--- config.mk ---
export PLATFORM = sky130hd
export DESIGN_NAME = srt_recon_mult
export DESIGN_NICKNAME = d
export VERILOG_FILES = /design/src/rtl/srt_pkg.sv /design/src/rtl/srt_shift_add.sv /design/src/rtl/srt_recon_mult.sv
export SDC_FILE = /design/constraint.sdc
export NUM_CORES = 1
export LEC_CHECK = 0
export CORE_MARGIN = 3
export CORE_UTILIZATION = 30
export DETAILED_ROUTE_END_ITERATION = 8
export SYNTH_ARGS = -nofsm -noshare
export SYNTH_HDL_FRONTEND = slang
export SYNTH_SLANG_ARGS = --single-unit
--- constraint.sdc ---
create_clock -name clk -period 2.97 [get_ports clk]
set_clock_uncertainty 0.1 [all_clocks]
set_input_delay 0.297 -clock clk [delete_from_list [all_inputs] [get_ports clk]]
set_output_delay 0.297 -clock clk [all_outputs]
set_load 0.05 [all_outputs]
--- src/rtl/srt_pkg.sv ---
// Shared SRT divide/reconstruct definitions.
// Widths, FSM state encoding and result type.
package srt_pkg;

  localparam int QW = 4;
  localparam int DW = 5;
  localparam int ZW = 9;

  typedef enum logic [1:0] {
    IDLE,
    MUL,
    ADD,
    DONE
  } state_e;

  typedef logic [ZW:0] res_t;

endpackage

--- src/rtl/srt_shift_add.sv ---
// One radix-2 shift-add step of the reconstruction.
// Computes (acc << 1) + (bit ? d : 0).
module srt_shift_add #(
  parameter int DW = 5,
  parameter int AW = 10
) (
  input  logic [AW-1:0] acc_i,
  input  logic [DW-1:0] d_i,
  input  logic          bit_i,
  output logic [AW-1:0] sum_o
);

  logic [AW-1:0] addend;

  // Select the divisor or zero by the current quotient bit.
  always_comb begin
    addend = '0;
    if (bit_i) addend = AW'(d_i);
  end

  assign sum_o = (acc_i << 1) + addend;

endmodule

--- src/rtl/srt_recon_mult.sv ---
// Rebuilds an SRT dividend as z = q*d + s, MSB-first shift-add.
// Define SRT_CHECK_EN to compare the result against z_ref.
module srt_recon_mult #(
  parameter int QW = srt_pkg::QW,
  parameter int DW = srt_pkg::DW,
  parameter int ZW = srt_pkg::ZW
) (
  input  logic          clk,
  input  logic          rst,
  input  logic          start,
  input  logic [QW-1:0] q,
  input  logic [DW-1:0] d,
  input  logic [ZW-1:0] s,
  input  logic [ZW-1:0] z_ref,
  output logic [ZW:0]   z_out,
  output logic          ovf,
  output logic          busy,
  output logic          done,
  output logic          mismatch
);

  import srt_pkg::*;

  localparam int CW = (QW > 1) ? $clog2(QW) : 1;

  state_e        state_q, state_d;
  logic [CW-1:0] cnt_q, cnt_d;
  logic [QW-1:0] q_q, q_d;
  logic [DW-1:0] d_q, d_d;
  logic [ZW-1:0] s_q, s_d;
  logic [ZW:0]   acc_q, acc_d;
  logic [ZW:0]   z_q, z_d;
  logic          ovf_q, ovf_d;
  logic          done_q, done_d;
  logic [ZW:0]   step;

  srt_shift_add #(
    .DW(DW),
    .AW(ZW + 1)
  ) u_step (
    .acc_i(acc_q),
    .d_i  (d_q),
    .bit_i(q_q[cnt_q]),
    .sum_o(step)
  );

  // State, operand, accumulator and output registers.
  always_ff @(posedge clk or negedge rst) begin
    if (!rst) begin
      state_q <= IDLE;
      cnt_q   <= '0;
      q_q     <= '0;
      d_q     <= '0;
      s_q     <= '0;
      acc_q   <= '0;
      z_q     <= '0;
      ovf_q   <= 1'b0;
      done_q  <= 1'b0;
    end else begin
      state_q <= state_d;
      cnt_q   <= cnt_d;
      q_q     <= q_d;
      d_q     <= d_d;
      s_q     <= s_d;
      acc_q   <= acc_d;
      z_q     <= z_d;
      ovf_q   <= ovf_d;
      done_q  <= done_d;
    end
  end

  // Next-state: latch, multiply bit by bit, add remainder, publish.
  always_comb begin
    state_d = state_q;
    cnt_d   = cnt_q;
    q_d     = q_q;
    d_d     = d_q;
    s_d     = s_q;
    acc_d   = acc_q;
    z_d     = z_q;
    ovf_d   = ovf_q;
    done_d  = 1'b0;
    unique case (state_q)
      IDLE: begin
        if (start) begin
          q_d     = q;
          d_d     = d;
          s_d     = s;
          acc_d   = '0;
          cnt_d   = CW'(QW - 1);
          state_d = MUL;
        end
      end
      MUL: begin
        acc_d = step;
        cnt_d = cnt_q - 1'b1;
        if (cnt_q == '0) begin
          cnt_d   = '0;
          state_d = ADD;
        end
      end
      ADD: begin
        acc_d   = acc_q + (ZW + 1)'(s_q);
        state_d = DONE;
      end
      DONE: begin
        z_d     = acc_q;
        ovf_d   = acc_q[ZW];
        done_d  = 1'b1;
        state_d = IDLE;
      end
      default: state_d = IDLE;
    endcase
  end

  assign z_out = z_q;
  assign ovf   = ovf_q;
  assign done  = done_q;
  assign busy  = (state_q == MUL) || (state_q == ADD);

`ifdef SRT_CHECK_EN
  logic [ZW-1:0] zr_q;
  logic          mm_q;

  // Reference capture at start and compare when publishing.
  always_ff @(posedge clk or negedge rst) begin
    if (!rst) begin
      zr_q <= '0;
      mm_q <= 1'b0;
    end else begin
      if (state_q == IDLE && start) zr_q <= z_ref;
      if (state_q == DONE) mm_q <= (acc_q != {1'b0, zr_q});
    end
  end

  assign mismatch = mm_q;
`else
  logic unused_zref;
  assign unused_zref = ^z_ref;
  assign mismatch    = 1'b0;
`endif

endmodule

# Word level (Yosys, flattened, before mapping)

Cells that the tools add are included.
W data, S select, Z words.

Muxes and demuxes: 12
$add $sub $neg: 3
Magnitude comparators: 1
Reductions and logical operators: 9
Eq/ne operators: 5

Operators with widths:

| operator              | number |
|---|---|
| $pmux W10 S3          | 1 |
| $add A10 B10 Y10      | 1 |
| $add A10 B9 Y10       | 1 |
| $mux W10              | 1 |
| $mux W2               | 4 |
| $pmux W2 S4           | 1 |
| $reduce_and A2 Y1     | 4 |
| $mux W5               | 1 |
| $eq A2 B2 Y1 const B  | 2 |
| $logic_not A2 Y1      | 2 |
| $ne A2 B2 Y1 const B  | 2 |
| $pmux W2 S2           | 1 |
| $lt A2 B3 Y1 const B  | 1 |
| $reduce_bool A3 Y1    | 1 |
| $bmux W1 S2           | 1 |
| $eq A2 B1 Y1 const B  | 1 |
| $mux W1               | 2 |
| $reduce_bool A2 Y1    | 1 |
| $sub A2 B1 Y2 const B | 1 |
| $logic_or A1 B1 Y1    | 1 |

Word-level logic and storage cells: 39
Output and inout bits: 14
Register bits after elaboration: 44

# Depth between registers and ports, before layout

Gate-level depths: netlist of the first run.

Depth in word-level cells: 5
Mapped depth: 9

# Cells and area by module

A second synthesis of the first run with hierarchy kept.

Cell total of the unflattened synthesis: 217
Area, all modules: 2427.3 um^2

Modules (own cells, without submodules):

| module         | times used | area each (um^2) | seq. area each (um^2) | cells an instance |
|---|---|---|---|---|
| srt_recon_mult | 1          | 2150.8           | 1076.0                | 179 |
| srt_shift_add  | 1          | 276.5            | 0.0                   | 38 |

# Worst setup path before layout of the first run

OpenSTA, ideal clock, no wires.

Path type: register to register
Start point: register cnt_q[0]
End point: register acc_q[7]
Cell stages (with the launch flop): 10
Setup slack: 375 ps
Data arrival time: 2359 ps
Required time: 2734 ps
Setup time: 136 ps
Buffers on the path: 0
Cells stage by stage: dfrtp_1 > mux4_2 > and2_1 > ha_1 > fa_1 > nand3_1 > a21oi_1 > xor2_1 > a221oi_1 > nand3_1

Word-level cells in the longest chain between the ends: 5

Ends and longest elaborated chain:

| what                          | RTL line             | source |
|---|---|---|
| start, declared               | srt_recon_mult.sv:27 | `logic [CW-1:0] cnt_q, cnt_d;` |
| start signal, assigned        | srt_recon_mult.sv:61 | `cnt_q <= cnt_d;` |
| $bmux W1 S2                   | srt_recon_mult.sv:43 | `.bit_i(q_q[cnt_q]),` |
| $mux W1 (implied by the code) | srt_recon_mult.sv:43 |  |
| $mux W5                       | srt_shift_add.sv:18  | `if (bit_i) addend = AW'(d_i);` |
| $add A10 B10 Y10              | srt_shift_add.sv:21  | `assign sum_o = (acc_i << 1) + addend;` |
| $pmux W10 S3                  | srt_recon_mult.sv:83 | `unique case (state_q)` |
| end signal, assigned          | srt_recon_mult.sv:55 | `acc_q <= '0;` |
| end signal, assigned          | srt_recon_mult.sv:65 | `acc_q <= acc_d;` |
| end, declared                 | srt_recon_mult.sv:31 | `logic [ZW:0] acc_q, acc_d;` |

No other way between the ends. The select of a mux whose other input is x is not followed.
A chain may end at the register's enable or synchronous reset.

# Final worst setup path of the first run

Ends and elaborated chain as after synthesis.

==> impl_metrics.py, run 1 <==
metrics = {
    "power": {
        "leakagePower_nw": 1.35,
        "vdd_drop_max_v": 0.000460,
        "power.density_nw_per_um2": 1080,
    },
    "place": {
        "placed_area_um2": 2900,
        "dp_hpwl_um": 3800,
        "globalplace.congestion": 0.781,
        "io_buffers": 33,
    },
    "route": {
        "antenna_left": 0,
        "via_per_inst": 4.98,
        "drc": 0,
        "drt-initial-drc-count": 42,
        "routedWlPerCell_um": 13.8,
        "drt_wl_total_um": 5000,
        "vias": 1808,
        "dr.pass1.iters": 4,
    },
    "critical_path": {
        "crit_path_end_kind": "register",
        "arrival_ps": 2800,
        "crit_path_top_delay_cell": "mux4_2",
        "start_kind": "register",
        "rr_worst_depth": 9,
        "worstPathRequired_ps": 3050,
        "worstSetupPathType": "reg -> reg",
        "crit_top_cell": "nand3_1",
        "worstPathCellList": "mux4_2, and2_1, ha_1, fa_1, nand3_1, a21oi_1, xor2_1, a221oi_1, nand3_1",
        "crit_path_max_fanout": 6,
        "max_stage_delay_ps": 560,
    },
    "grt": {
        "use_met2": 0.174,
        "track_usage": 0.115,
        "grtUsageMet1": 0.157,
        "grt_start_max_net_pins": 44,
        "busiest_layer": "met2",
        "grt_pass1_vias": 1758,
        "grt-ovfl-total": 0,
        "antenna_found_initial": 0,
        "grt_pass1_wl_um": 8820,
        "use_met3": 0.0418,
    },
    "cts": {
        "cts_hold_buf": 0,
        "clock_latency_ps": 300,
        "root_buffer": "clkbuf_8",
        "postCtsSetupRepairBufs": 0,
        "tritoncts": "done",
        "cts_buffers": 5,
        "clk_pin_slew_ps": 80,
        "ctsResizeCount": 0,
        "numClockSinks": 43,
        "htree_levels": 2,
        "cts_buffer_depth": 2,
    },
    "synth": {
        "syn_inst": 225,
        "synth.distinct_cells": 44,
        "ys_seq_area_frac": 0.435,
        "syn_nets": 274,
        "netlist_area_um2": 2470,
        "synth_edf_count": 0,
        "syn_avg_cell_area_um2": 11.0,
        "synthFlopType": "dfrtp_1",
        "synth_seq_cells": 43,
        "postSynth.asyncResetShare": 1.00,
        "ys_warn_count": 0,
    },
    "sta": {
        "rsz0062_at_grt": "false",
        "slew_violations": 0,
        "hold_viol_final": 0,
        "worstMarginPinSlew_ps": 949,
        "post-route-period-util": 0.916,
        "slew_headroom": 0.367,
        "layout_min_cycle_time_ps": 2720,
        "setup_viol": 0,
        "setup_tns_ps": 0,
        "max_freq_mhz": 368,
    },
    "final_layout": {
        "final_common_cell": "dfrtp_1",
        "mostFrequentLayoutCells": "dfrtp_1 (42), clkdlybuf4s50_1 (32), mux2_2 (29)",
        "fin_nets": 309,
        "syn2layout_area_growth_pct": 20.7,
        "layout-drive-gt1-share": 0.192,
        "insertedDiodeCount": 0,
        "finish.instance_area_um2": 2990,
    },
    "floorplan": {
        "core_um2": 7850,
        "ios": 44,
        "start_util": 0.315,
        "die_area_um2": 9370,
        "num_rows": 32,
        "fp.dieW_um": 96.8,
        "chipHeight_um": 96.8,
    },
    "run": {
        "maxCapViolCount": 0,
    },
    "hold_path": {
        "hold_path.class": "in -> async",
    },
    "outcome": {
        "status": "finished clean",
    },
}
-- cells by family after synthesis --
logic type,share of synthesized area
AO/OA/AOI/OAI,0.131
multiplexers,0.149
adder cells (fa/ha/maj),0.102
XOR/XNOR,0.0213
AND/OR/NAND/NOR,0.122
buffers and inverters,0.0374
flip-flops,0.435
other,0.00152
-- power by group --
part	switching (mW)	internal (mW)
Sequential	0.183	0.839
Clock	0.204	0.161
Combinational	1.02	0.809
Total	1.41	1.81
-- final cells by class --
cell class	instances	area [µm²]
Timing Repair Buffer	37	355
Tap cell	102	128
Clock inverter	3	15.0
Sequential cell	43	1080
Multi-Input combinational cell	163	1300
Fill cell	775	4860
Inverter	10	37.5
Clock buffer	5	68.8
-- cell usage after synthesis (2+ instances only) --
library cell | n | share of area
a21o_1 | 2 | 0.0061
a21oi_1 | 13 | 0.026
a21oi_2 | 2 | 0.0071
a22oi_1 | 5 | 0.015
a32oi_1 | 2 | 0.0071
and2_1 | 5 | 0.013
and4b_1 | 2 | 0.0081
buf_2 | 2 | 0.0040
buf_4 | 3 | 0.0091
clkbuf_1 | 3 | 0.0046
dfrtp_1 | 43 | 0.44
fa_1 | 2 | 0.016
ha_1 | 17 | 0.086
inv_1 | 10 | 0.015
mux2_2 | 29 | 0.13
mux2i_1 | 2 | 0.0081
nand2_1 | 13 | 0.020
nand2b_1 | 5 | 0.013
nand3_1 | 5 | 0.010
nand4_1 | 5 | 0.013
nor2_1 | 8 | 0.012
nor3_1 | 2 | 0.0040
nor3b_1 | 3 | 0.0091
o21a_1 | 2 | 0.0061
o21ai_0 | 13 | 0.026
o31ai_1 | 2 | 0.0061
or2_2 | 2 | 0.0051
or4_1 | 2 | 0.0061
xor2_1 | 6 | 0.021
-- metal layers --
metal / vias to the layer above / wire length, µm
met4: 0 / 70
met2: 38 / 2300
met3: 9 / 196
met1: 876 / 2440
li1: 885 / -
met5: - / 0
-- final timing paths --
kind                                       from  slack [ps]                    to
max                        cnt_q[0]$_DFFE_PN0P_         250  acc_q[7]$_DFFE_PN0P_
min                                         rst          40    s_q[7]$_DFFE_PN0P_
max reg2reg                cnt_q[0]$_DFFE_PN0P_         250  acc_q[7]$_DFFE_PN0P_
min reg2reg                  q_q[1]$_DFFE_PN0P_         410    q_q[1]$_DFFE_PN0P_
max in group asynchronous                   rst        2080  cnt_q[0]$_DFFE_PN0P_
min in group clk             q_q[1]$_DFFE_PN0P_         410    q_q[1]$_DFFE_PN0P_
-- per-stage QoR --
step	power, mW	hold slack, ps	std cells	setup WS, ps	utilization
floorplan	2.38	-98.6	225	375	-
global placement	2.84	383	355	205	0.370
detailed placement	2.87	394	355	211	0.370
CTS	3.25	85.5	363	184	0.380
global route	3.51	127	363	48.2	0.380
finish	3.21	38.2	363	249	0.380
-- state kept, by name, indices dropped and copies added, names as in the netlist --
register / cells
acc_q: 10
state_q: 2
s_q: 9
q_q: 4
done: 1
d_q: 5
z_out: 10
cnt_q: 2
-- critical path: cells and delay by family (launching register included) --
kind	cells	cell delay (ps)
xor+xnor	1	140
simple gates	3	420
mux	1	560
flops	1	420
fa+ha+maj	2	610
compound gates	2	350
No activity file was read; power rests on OpenSTA's default activity.
==> run 2: changes to the inputs <==
--- a/config.mk
+++ b/config.mk
@@ -5,8 +5,10 @@
 export SDC_FILE = /design/constraint.sdc
 export NUM_CORES = 1
 export LEC_CHECK = 0
+export CORE_ASPECT_RATIO = 0.9
 export CORE_MARGIN = 3
 export CORE_UTILIZATION = 30
+export CTS_CLUSTER_DIAMETER = 120
 export DETAILED_ROUTE_END_ITERATION = 8
 export SYNTH_ARGS = -nofsm -noshare
 export SYNTH_HDL_FRONTEND = slang
==> run 2 against run 1 <==
Compared with the run above: hold slack lost 6.9 ps; largest cell class unchanged; sequential cell count is the same; clock-buffer cell count grew 1; via count shrank 3.4%; critical endpoint unchanged.
==> impl_metrics.py, run 2 (synthesized netlist as in run 1, its figures left out) <==
metrics = {
    "floorplan": {
        "start_util": 0.318,
        "fp.dieW_um": 102,
        "core_um2": 7770,
        "num_rows": 30,
        "die_area_um2": 9370,
        "chipHeight_um": 92.1,
        "ios": 44,
    },
    "route": {
        "via_per_inst": 4.93,
        "routedWlPerCell_um": 13.6,
        "top_layer_used": "met4",
        "vias": 1746,
        "dr_wl_met2_um": 1940,
        "wl_met3_um": 281,
        "drt-initial-drc-count": 127,
        "drc": 0,
        "antenna_left": 0,
        "m1WireLength_um": 2540,
        "drt_wl_total_um": 4810,
        "dr.pass1.iters": 4,
    },
    "grt": {
        "track_usage": 0.111,
        "grt_pass1_wl_um": 8340,
        "grt_pass1_vias": 1722,
        "grt-ovfl-total": 0,
        "grt_start_max_net_pins": 44,
        "antenna_found_initial": 0,
    },
    "final_layout": {
        "layout-drive-gt1-share": 0.178,
        "syn2layout_area_growth_pct": 20.6,
        "fin_nets": 307,
        "fillerInstances": 763,
        "final_util": 0.384,
        "finish.instance_area_um2": 2980,
        "insertedDiodeCount": 0,
        "mostFrequentLayoutCells": "dfrtp_1 (42), clkdlybuf4s50_1 (32), mux2_2 (29)",
        "final_common_cell": "dfrtp_1",
    },
    "cts": {
        "cts_buffers": 5,
        "cts_buffer_depth": 2,
        "clock_latency_ps": 290,
        "numClockSinks": 43,
        "postCtsSetupRepairBufs": 0,
        "clk_pin_slew_ps": 80,
        "htree_levels": 2,
        "cts_hold_buf": 0,
        "tritoncts": "done",
        "root_buffer": "clkbuf_8",
    },
    "critical_path": {
        "reg2reg_to": "acc_q[7]$_DFFE_PN0P_",
        "worstPathRequired_ps": 3040,
        "arrival_ps": 2800,
        "cp.depth": 9,
        "crit_top_cell": "nand3_1",
        "cp_top_family": "adder cells",
        "start_kind": "register",
        "max_stage_delay_ps": 560,
        "crit_path_max_fanout": 6,
        "r2r_slack_ps": 240,
        "crit_path_top_delay_cell": "mux4_2",
        "worst-path-buf-inv": 0,
        "worstPathCellList": "mux4_2, and2_1, ha_1, fa_1, nand3_1, a21oi_1, xor2_1, a221oi_1, nand3_1",
        "rr_worst_depth": 9,
        "r2r-start": "cnt_q[0]$_DFFE_PN0P_",
        "crit_path_end_kind": "register",
        "cp-startpoint": "cnt_q[0]$_DFFE_PN0P_",
        "worstSetupPathType": "reg -> reg",
    },
    "place": {
        "placed_area_um2": 2880,
        "io_buffers": 33,
        "globalplace.congestion": 0.886,
        "dp_hpwl_um": 3800,
        "pre_cts_slack_ps": 149,
    },
    "power": {
        "vdd_drop_max_v": 0.000291,
        "finalPower_mw": 3.26,
        "power.density_nw_per_um2": 1090,
        "leakagePower_nw": 1.34,
    },
    "outcome": {
        "status": "finished clean",
    },
    "sta": {
        "setup_viol": 0,
        "worstMarginPinSlew_ps": 936,
        "slew_violations": 0,
        "hold_viol_final": 0,
        "layout_min_cycle_time_ps": 2730,
        "slew_headroom": 0.376,
        "rsz0062_at_grt": "false",
        "post-route-period-util": 0.920,
        "max_freq_mhz": 366,
        "fin_ws_ps": 239,
        "setup_tns_ps": 0,
    },
    "run": {
        "maxCapViolCount": 0,
    },
    "hold_path": {
        "hold_path.class": "in -> async",
    },
}
[run 2: cell type report]
| class | count | area (µm²) | share of cell area |
|---|---|---|---|
| timing repair buffer | 35 | 340 | 0.114 |
| sequential | 43 | 1080 | 0.361 |
| inverter | 10 | 37.5 | 0.0126 |
| multi-input combinational | 163 | 1300 | 0.437 |
| tap | 96 | 120 | 0.0403 |
| clock inverter | 1 | 30.0 | 0.0101 |
| clock buffer | 6 | 72.6 | 0.0243 |
[run 2: through the flow]
stage	std cells	hold WS (ps)
2_1_floorplan	225	-98.6
3_3_place_gp	347	390
3_5_place_dp	347	392
4_1_cts	354	72.6
5_1_grt	354	116
6_report	354	31.3
[run 2: report_power, final]
part,switching (mW),total (mW),internal (mW)
Sequential,0.193,1.03,0.839
Combinational,1.01,1.80,0.795
Clock,0.182,0.428,0.246
[run 2: how the worst max path moves through the flow]
stage                                      end  slack [ps]
after global placement    acc_q[7]$_DFFE_PN0P_         230
final                     acc_q[7]$_DFFE_PN0P_         240
after detailed placement  acc_q[6]$_DFFE_PN0P_         150
after global routing      acc_q[7]$_DFFE_PN0P_          50
after CTS                 acc_q[6]$_DFFE_PN0P_         130
after floorplan           acc_q[7]$_DFFE_PN0P_         370
[run 2: metal layers]
layer,vias to the layer above,track usage
li1,885,-
met1,806,0.167
met2,51,0.158
met3,4,0.0221
met4,0,0.0365
met5,-,0
[run 2: repair_timing]
action                                  CTS  global route
endpoints found under the setup margin    0             3
gates resized for setup                   0             2
endpoints found under the hold margin     0             0
[run 2: worst reg2reg max path, stage by stage, from the launching register on]
cell	delay, ps
dfrtp_2	410
mux4_2	560
and2_1	180
ha_1	200
fa_1	400
nand3_1	140
a21oi_1	100
xor2_1	160
a221oi_1	270
nand3_1	100
